## config.mk

```make
export PLATFORM = sky130hd
export DESIGN_NAME = vector_control_sequencer
export DESIGN_NICKNAME = d
export VERILOG_FILES = /design/src/rtl/vcs_pkg.sv /design/src/rtl/vcs_decode.sv /design/src/rtl/vector_control_sequencer.sv
export SDC_FILE = /design/constraint.sdc
export NUM_CORES = 1
export LEC_CHECK = 0
export CORE_MARGIN = 3
export CORE_UTILIZATION = 45
export DETAILED_ROUTE_END_ITERATION = 10
export PLACE_DENSITY_LB_ADDON = 0.2
export RECOVER_POWER = 25
export SLEW_MARGIN = 20
export SYNTH_ARGS = -nofsm -noshare
export SYNTH_HDL_FRONTEND = slang
export SYNTH_HIERARCHICAL = 1
export SYNTH_SLANG_ARGS = --single-unit
```

## constraint.sdc

```tcl
create_clock -name clk -period 4.1 [get_ports clk]
set_input_delay 0.82 -clock clk [delete_from_list [all_inputs] [get_ports clk]]
set_output_delay 0.82 -clock clk [all_outputs]
set_load 0.05 [all_outputs]
```

## src/rtl/vcs_pkg.sv

```systemverilog
// Shared types for the vector control sequencer:
// opcodes, ALU encodings and the control word bundle.
package vcs_pkg;

  localparam logic [4:0] OP_R  = 5'b01100;
  localparam logic [4:0] OP_I  = 5'b00100;
  localparam logic [4:0] OP_LD = 5'b00000;
  localparam logic [4:0] OP_ST = 5'b01000;
  localparam logic [4:0] OP_BR = 5'b11000;
  localparam logic [4:0] OP_V  = 5'b10101;

  typedef enum logic [1:0] {
    ALUOP_ADD = 2'b00,
    ALUOP_SUB = 2'b01,
    ALUOP_FN  = 2'b10
  } aluop_e;

  typedef enum logic [2:0] {
    ALU_ADD = 3'b000,
    ALU_SUB = 3'b001,
    ALU_AND = 3'b010,
    ALU_OR  = 3'b011,
    ALU_SLT = 3'b101
  } aluctl_e;

  typedef struct packed {
    logic       regwrite;
    logic       alusrc;
    logic       memwrite;
    logic       resultsrc;
    logic       branch;
    logic       vectorial;
    logic       illegal;
    logic [1:0] immsrc;
    logic [2:0] aluctl;
  } ctrl_word_t;

  typedef enum logic {
    S_IDLE,
    S_VECTOR
  } state_e;

endpackage

```

## src/rtl/vcs_decode.sv

```systemverilog
// Combinational main + ALU decode into a control word.
// Bad funct3 on an ALUOp=10 op turns into an illegal, non-writing word.
module vcs_decode
  import vcs_pkg::*;
(
  input  logic [4:0] Op,
  input  logic [2:0] funct3,
  input  logic [6:0] funct7,
  output ctrl_word_t cw
);

  aluop_e aluop;
  logic   rtype;
  logic   unused_f7;

  assign unused_f7 = ^{funct7[6], funct7[4:0]};

  always_comb begin
    cw    = '0;
    aluop = ALUOP_ADD;
    rtype = 1'b0;
    unique case (1'b1)
      (Op == OP_R): begin
        cw.regwrite = 1'b1;
        aluop       = ALUOP_FN;
        rtype       = 1'b1;
      end
      (Op == OP_I): begin
        cw.regwrite = 1'b1;
        cw.alusrc   = 1'b1;
        aluop       = ALUOP_FN;
      end
      (Op == OP_LD): begin
        cw.regwrite  = 1'b1;
        cw.alusrc    = 1'b1;
        cw.resultsrc = 1'b1;
      end
      (Op == OP_ST): begin
        cw.memwrite = 1'b1;
        cw.alusrc   = 1'b1;
        cw.immsrc   = 2'b01;
      end
      (Op == OP_BR): begin
        cw.branch = 1'b1;
        cw.immsrc = 2'b10;
        aluop     = ALUOP_SUB;
      end
      (Op == OP_V): begin
        cw.regwrite  = 1'b1;
        cw.vectorial = 1'b1;
        aluop        = ALUOP_FN;
        rtype        = 1'b1;
      end
      default: cw.illegal = 1'b1;
    endcase

    unique case (aluop)
      ALUOP_ADD: cw.aluctl = ALU_ADD;
      ALUOP_SUB: cw.aluctl = ALU_SUB;
      default: begin
        unique case (funct3)
          3'b000:
            cw.aluctl = (funct7[5] && rtype)
                      ? ALU_SUB : ALU_ADD;
          3'b010: cw.aluctl = ALU_SLT;
          3'b110: cw.aluctl = ALU_OR;
          3'b111: cw.aluctl = ALU_AND;
          default: begin
            cw.illegal  = 1'b1;
            cw.regwrite = 1'b0;
            cw.memwrite = 1'b0;
            cw.aluctl   = ALU_ADD;
          end
        endcase
      end
    endcase
  end

endmodule

```

## src/rtl/vector_control_sequencer.sv

```systemverilog
// Registered control word with vector beat sequencing.
// Vector ops hold off fetch until their last beat is consumed.
module vector_control_sequencer
  import vcs_pkg::*;
#(
  parameter int NUM_LANES = 4,
  parameter int VLEN_MAX  = 16,
  localparam int VW = $clog2(VLEN_MAX + 1),
  localparam int EW = (VLEN_MAX > 1)
                    ? $clog2(VLEN_MAX) : 1
) (
  input  logic                 clk,
  input  logic                 rst,
  input  logic                 in_valid,
  output logic                 in_ready,
  input  logic [4:0]           Op,
  input  logic [2:0]           funct3,
  input  logic [6:0]           funct7,
  input  logic [VW-1:0]        vl,
  output logic                 out_valid,
  input  logic                 out_ready,
  output logic                 RegWrite,
  output logic                 ALUSrc,
  output logic                 MemWrite,
  output logic                 ResultSrc,
  output logic                 Branch,
  output logic                 vectorial,
  output logic                 illegal,
  output logic [1:0]           ImmSrc,
  output logic [2:0]           ALUControl,
  output logic [EW-1:0]        elem_base,
  output logic [NUM_LANES-1:0] lane_mask,
  output logic                 last,
  output logic                 busy
);

  localparam logic [VW-1:0] VMAX = VW'(VLEN_MAX);
  localparam logic [VW-1:0] NL   = VW'(NUM_LANES);

  function automatic logic [NUM_LANES-1:0]
    mask_of(input logic [VW-1:0] b,
            input logic [VW-1:0] n);
    logic [NUM_LANES-1:0] m;
    for (int i = 0; i < NUM_LANES; i++)
      m[i] = (32'(b) + 32'(i)) < 32'(n);
    return m;
  endfunction

  function automatic logic
    last_of(input logic [VW-1:0] b,
            input logic [VW-1:0] n);
    return (32'(b) + 32'(NUM_LANES)) >= 32'(n);
  endfunction

  state_e               state, state_nxt;
  ctrl_word_t           dec, cw_q;
  logic [VW-1:0]        vl_in_eff, vl_eff_q, base_nxt;
  logic [EW-1:0]        base_q;
  logic [NUM_LANES-1:0] mask_q;
  logic                 last_q, valid_q, rdy_en;
  logic                 accept, fire, vec_in;

  vcs_decode u_dec (
    .Op     (Op),
    .funct3 (funct3),
    .funct7 (funct7),
    .cw     (dec)
  );

  assign vec_in    = dec.vectorial && !dec.illegal;
  assign vl_in_eff = (vl > VMAX) ? VMAX : vl;
  assign base_nxt  = VW'(base_q) + NL;
  assign accept    = in_valid && in_ready;
  assign fire      = valid_q && out_ready;

  always_ff @(posedge clk or negedge rst) begin
    if (!rst) state <= S_IDLE;
    else      state <= state_nxt;
  end

  always_comb begin
    state_nxt = state;
    unique case (state)
      S_IDLE:
        if (accept && vec_in && (vl_in_eff > NL))
          state_nxt = S_VECTOR;
      S_VECTOR:
        if (fire && last_q)
          state_nxt = S_IDLE;
      default: state_nxt = S_IDLE;
    endcase
  end

  always_comb begin
    busy     = (state != S_IDLE);
    in_ready = rdy_en && (state == S_IDLE)
            && (!valid_q || out_ready);
  end

  always_ff @(posedge clk or negedge rst) begin
    if (!rst) begin
      rdy_en   <= 1'b0;
      valid_q  <= 1'b0;
      cw_q     <= '0;
      vl_eff_q <= '0;
      base_q   <= '0;
      mask_q   <= '0;
      last_q   <= 1'b0;
    end else begin
      rdy_en <= 1'b1;
      if (accept) begin
        valid_q <= 1'b1;
        cw_q    <= dec;
        base_q  <= '0;
        mask_q  <= '1;
        last_q  <= 1'b1;
        if (vec_in) begin
          vl_eff_q <= vl_in_eff;
          mask_q   <= mask_of('0, vl_in_eff);
          last_q   <= last_of('0, vl_in_eff);
          if (vl_in_eff == '0)
            cw_q.regwrite <= 1'b0;
        end
      end else if (fire && (state == S_VECTOR)
                   && !last_q) begin
        base_q <= EW'(base_nxt);
        mask_q <= mask_of(base_nxt, vl_eff_q);
        last_q <= last_of(base_nxt, vl_eff_q);
      end else if (fire) begin
        valid_q <= 1'b0;
      end
    end
  end

  assign out_valid  = valid_q;
  assign RegWrite   = cw_q.regwrite;
  assign ALUSrc     = cw_q.alusrc;
  assign MemWrite   = cw_q.memwrite;
  assign ResultSrc  = cw_q.resultsrc;
  assign Branch     = cw_q.branch;
  assign vectorial  = cw_q.vectorial;
  assign illegal    = cw_q.illegal;
  assign ImmSrc     = cw_q.immsrc;
  assign ALUControl = cw_q.aluctl;
  assign elem_base  = base_q;
  assign lane_mask  = mask_q;
  assign last       = last_q;

endmodule

```

==> impl_metrics.csv <==
group,metric,value,unit
synth,synth-adder-area-share,7.559,%
pwr,p_int,0.4017,mW
timing,max_freq,0.3082,GHz
synth,synth_edf_count,0,
timing,hold_viol,0,
synth,synth_xor_area_share,1.058,%
die,num_io_pins,48,
timing,setup_viol,0,
min_path,holdPathEnd,"Branch",
worst_setup_path,worst-path-max-fanout,5,
worst_setup_path,reg2reg_from,"elem_base[2]",
detailed_routing,ant_nets,0,
die,start_util,48.09,%
die,dieArea,0.004442,mm^2
synth,synth_top_family_by_area,"simple AND/OR/NAND/NOR gates",
min_path,min-delay-start,"Branch",
worst_setup_path,slowest_stage,"clkdlybuf4s50_1",
final_layout,nets,258,
synth,syn_area,0.001655,mm^2
worst_setup_path,cp.required,3280,ps
worst_setup_path,critPathTopFamily,"buffers and inverters",
detailed_routing,vias,1441,
timing,finalClockSkew,1.697,ps
timing,worst_pin_slew,1447,ps
placed_design,hpwl,2833,um
worst_setup_path,crit_chain,"clkdlybuf4s50_1, nand2b_4, and2_1, clkdlybuf4s50_1",
detailed_routing,top_layer_used,"met4",
pwr,leakagePower,0.9715,nW
die,die_width,66.65,um
worst_setup_path,crit_type,"in -> out",
clock_network,worstSkewPairLatency,270,ps
min_path,whs_path_depth,2,
run,cap_violations,0,
die,core,0.003442,mm^2
timing,post-route-period-util,79.14,%
timing,drv_slew,0,
clock_network,htreeDepth,1,
synth,yosys_warnings,6,
timing,relSlewSlack,3.522,%
worst_setup_path,crit_arrival,2420,ps
pwr,finalPower,0.5840,mW
worst_setup_path,worst-path-buf-inv,2,
synth,ys_types,47,
synth,postSynthAreaPerCell,8.852,um^2
detailed_routing,dr_wl_met2,1879,um
worst_setup_path,path_depth,4,
grt,grt_max_degree,28,
final_layout,n_antenna_cell,0,
pwr,p_sw,0.1823,mW
worst_setup_path,slowest_delay,790,ps
detailed_routing,drc,0,
placed_design,port_buffers,39,
die,fp.dieH,66.65,um
synth,synth_compound_area_share,15.12,%
clock_network,cts_root_buf,"clkbuf_8",
final_layout,syn_to_final_growth,26.46,%
clock_network,hold_buffers,0,
grt,grt_pass1_vias,1446,
pwr,pwr-share-comb,25.1,%
pwr,swShare,31.22,%
grt,grt_pass1_wl,6223,um
detailed_routing,post_drt_wl_per_cell,13.76,um
pwr,clkPwrFrac,25.7,%
worst_setup_path,crit_path_start_kind,"primary input",
detailed_routing,wl,3701,um
worst_setup_path,reg2reg_to,"last",
timing,finalWorstPathRequiredPeriod,3245,ps
synth,async_flop_share,100.0,%
final_layout,drive_gt1_share,7.623,%
grt,antenna_found_initial,0,
grt,grt_usage,18.11,%
die,rows,21,
worst_setup_path,cp-end-kind,"primary output",
placed_design,place_congestion,0.8698,
grt,grt_overflow,0,
min_path,hp-class,"reg -> reg",
detailed_routing,wl_met1,1614,um
synth,ys_seq_area_share,40.82,%
synth,yosys.area_share.simple,27.59,%
detailed_routing,drtPass1Iterations,4,
timing,rsz0062_at_grt,"false",
final_layout,fin_area,0.002093,mm^2
synth,synthMuxAreaShare,1.361,%
detailed_routing,drtIter0Drc,71,
detailed_routing,wl_met3,143,um
timing,setup_tns,0,ps
synth,synth_ff_type,"dfrtp_1",
clock_network,ctsResizeCount,0,
clock_network,cts_tree,"built",
worst_setup_path,cp_common_cell,"clkdlybuf4s50_1",
status,status,"completed",
clock_network,cts_buffer_depth,2,
synth,syn_inst,187,
clock_network,clk_pin_slew,90,ps
clock_network,cts_setup_buffers,0,
placed_design,dpl-instance-area,0.002052,mm^2
clock_network,cts_buffers,3,
clock_network,cts_sinks,27,
synth,ys_ff_latch,27,
worst_setup_path,r2r_slack,1780,ps
pwr,seq_power_share,49.2,%
worst_setup_path,reg2regPathDepth,8,
pwr,power_density,279.0,mW/mm^2
detailed_routing,viasPerCell,5.357,
pwr,vdd_drop_max,0.0001361,V
cell families (layout without fill, tap and decap cells):
| group | after synthesis | in the layout |
|---|---|---|
| AO/OA/AOI/OAI | 34 | 34 |
| flip-flops | 27 | 27 |
| AND/OR/NAND/NOR | 91 | 91 |
| adder cells (fa/ha/maj) | 10 | 10 |
| buffers and inverters | 19 | 54 |
| multiplexers | 2 | 2 |
| XOR/XNOR | 2 | 2 |
| other | 2 | 3 |
worst max path at each step:
stage	from	endpoint	slack (ps)
after CTS	out_ready	in_ready	850
final	out_ready	in_ready	860
after floorplan	elem_base[2]	last	1700
after detailed placement	out_ready	in_ready	850
after global placement	out_ready	in_ready	870
after global routing	out_ready	in_ready	780
through the flow:
step / hold WS [ps] / worst slack (ps) / utilization (%) / cells
after detailed placement: 460.8 / 850.6 / 59.61 / 265
after global routing: 522.1 / 779.9 / 60.81 / 269
final: 479.0 / 855.1 / 60.81 / 269
after floorplan: 449.8 / 1696 / - / 188
after global placement: 462.1 / 874.1 / 59.61 / 265
after CTS: 484.5 / 847.4 / 60.92 / 269
area by class of cell:
| type | count | area (um^2) |
|---|---|---|
| fill | 304 | 1349 |
| multi-input combinational | 142 | 883.3 |
| sequential | 27 | 675.6 |
| timing repair buffer | 40 | 394.1 |
| tap | 46 | 57.56 |
| clock buffer | 4 | 45.04 |
| inverter | 10 | 37.54 |
placed cells by master, fill, tap and decap left out, types with 2 or more instances in the layout:
cell type        netlist  layout
xor2_1                 2       2
dfrtp_1               27      27
a21oi_1                7       7
nor3_1                 4       4
inv_1                 10      10
and2_1                 3       3
nand2_1               42      42
clkdlybuf4s50_1        0      38
nor2_1                12      12
ha_1                  10      10
o21ai_0               11      11
conb_1                 2       3
nor3b_1                2       2
nor2b_1                2       2
mux2_2                 2       2
nand3_1               11      11
clkbuf_8               0       3
a21o_1                 2       2
nand2b_1               3       3
clkbuf_1               1       2
power by group through the flow:
stage	sequential, mW	clock (mW)	combinational, mW
floorplan	0.334	0	0.0492
global placement	0.292	0	0.145
detailed placement	0.293	0	0.148
CTS	0.288	0.152	0.148
global route	0.289	0.161	0.157
finish	0.287	0.150	0.147
per-layer routing:
| metal | vias up | global-route usage [%] |
|---|---|---|
| li1 | 705 | - |
| met1 | 695 | 21.86 |
| met2 | 34 | 31.31 |
| met3 | 7 | 3.879 |
| met4 | 0 | 6.853 |
| met5 | - | 0 |
sequential cells by signal, summed over array words and instances, names as in the netlist, 2 cells and up:
| signal | count |
|---|---|
| vl_eff_q | 5 |
| lane_mask | 4 |
| ALUControl | 3 |
| ImmSrc | 2 |
| elem_base | 2 |
cells in the mapped netlist, types with 2 or more instances:
library cell	instances	area share, %
a21o_1	2	0.91
a21oi_1	7	2.1
and2_1	3	1.1
buf_2	2	0.60
buf_4	5	2.3
conb_1	2	0.45
dfrtp_1	27	41
ha_1	10	7.6
inv_1	10	2.3
mux2_2	2	1.4
nand2_1	42	9.5
nand2b_1	3	1.1
nand3_1	11	3.3
nor2_1	12	2.7
nor2b_1	2	0.76
nor3_1	4	1.2
nor3b_1	2	0.91
o21ai_0	11	3.3
xor2_1	2	1.1
tightest hold or removal path, cell delays in order, from the launching register on:
cell and delay, ps:
dfrtp_1 350, nand2_1 50, nand2_1 50
(Power assumes the default switching activity.)
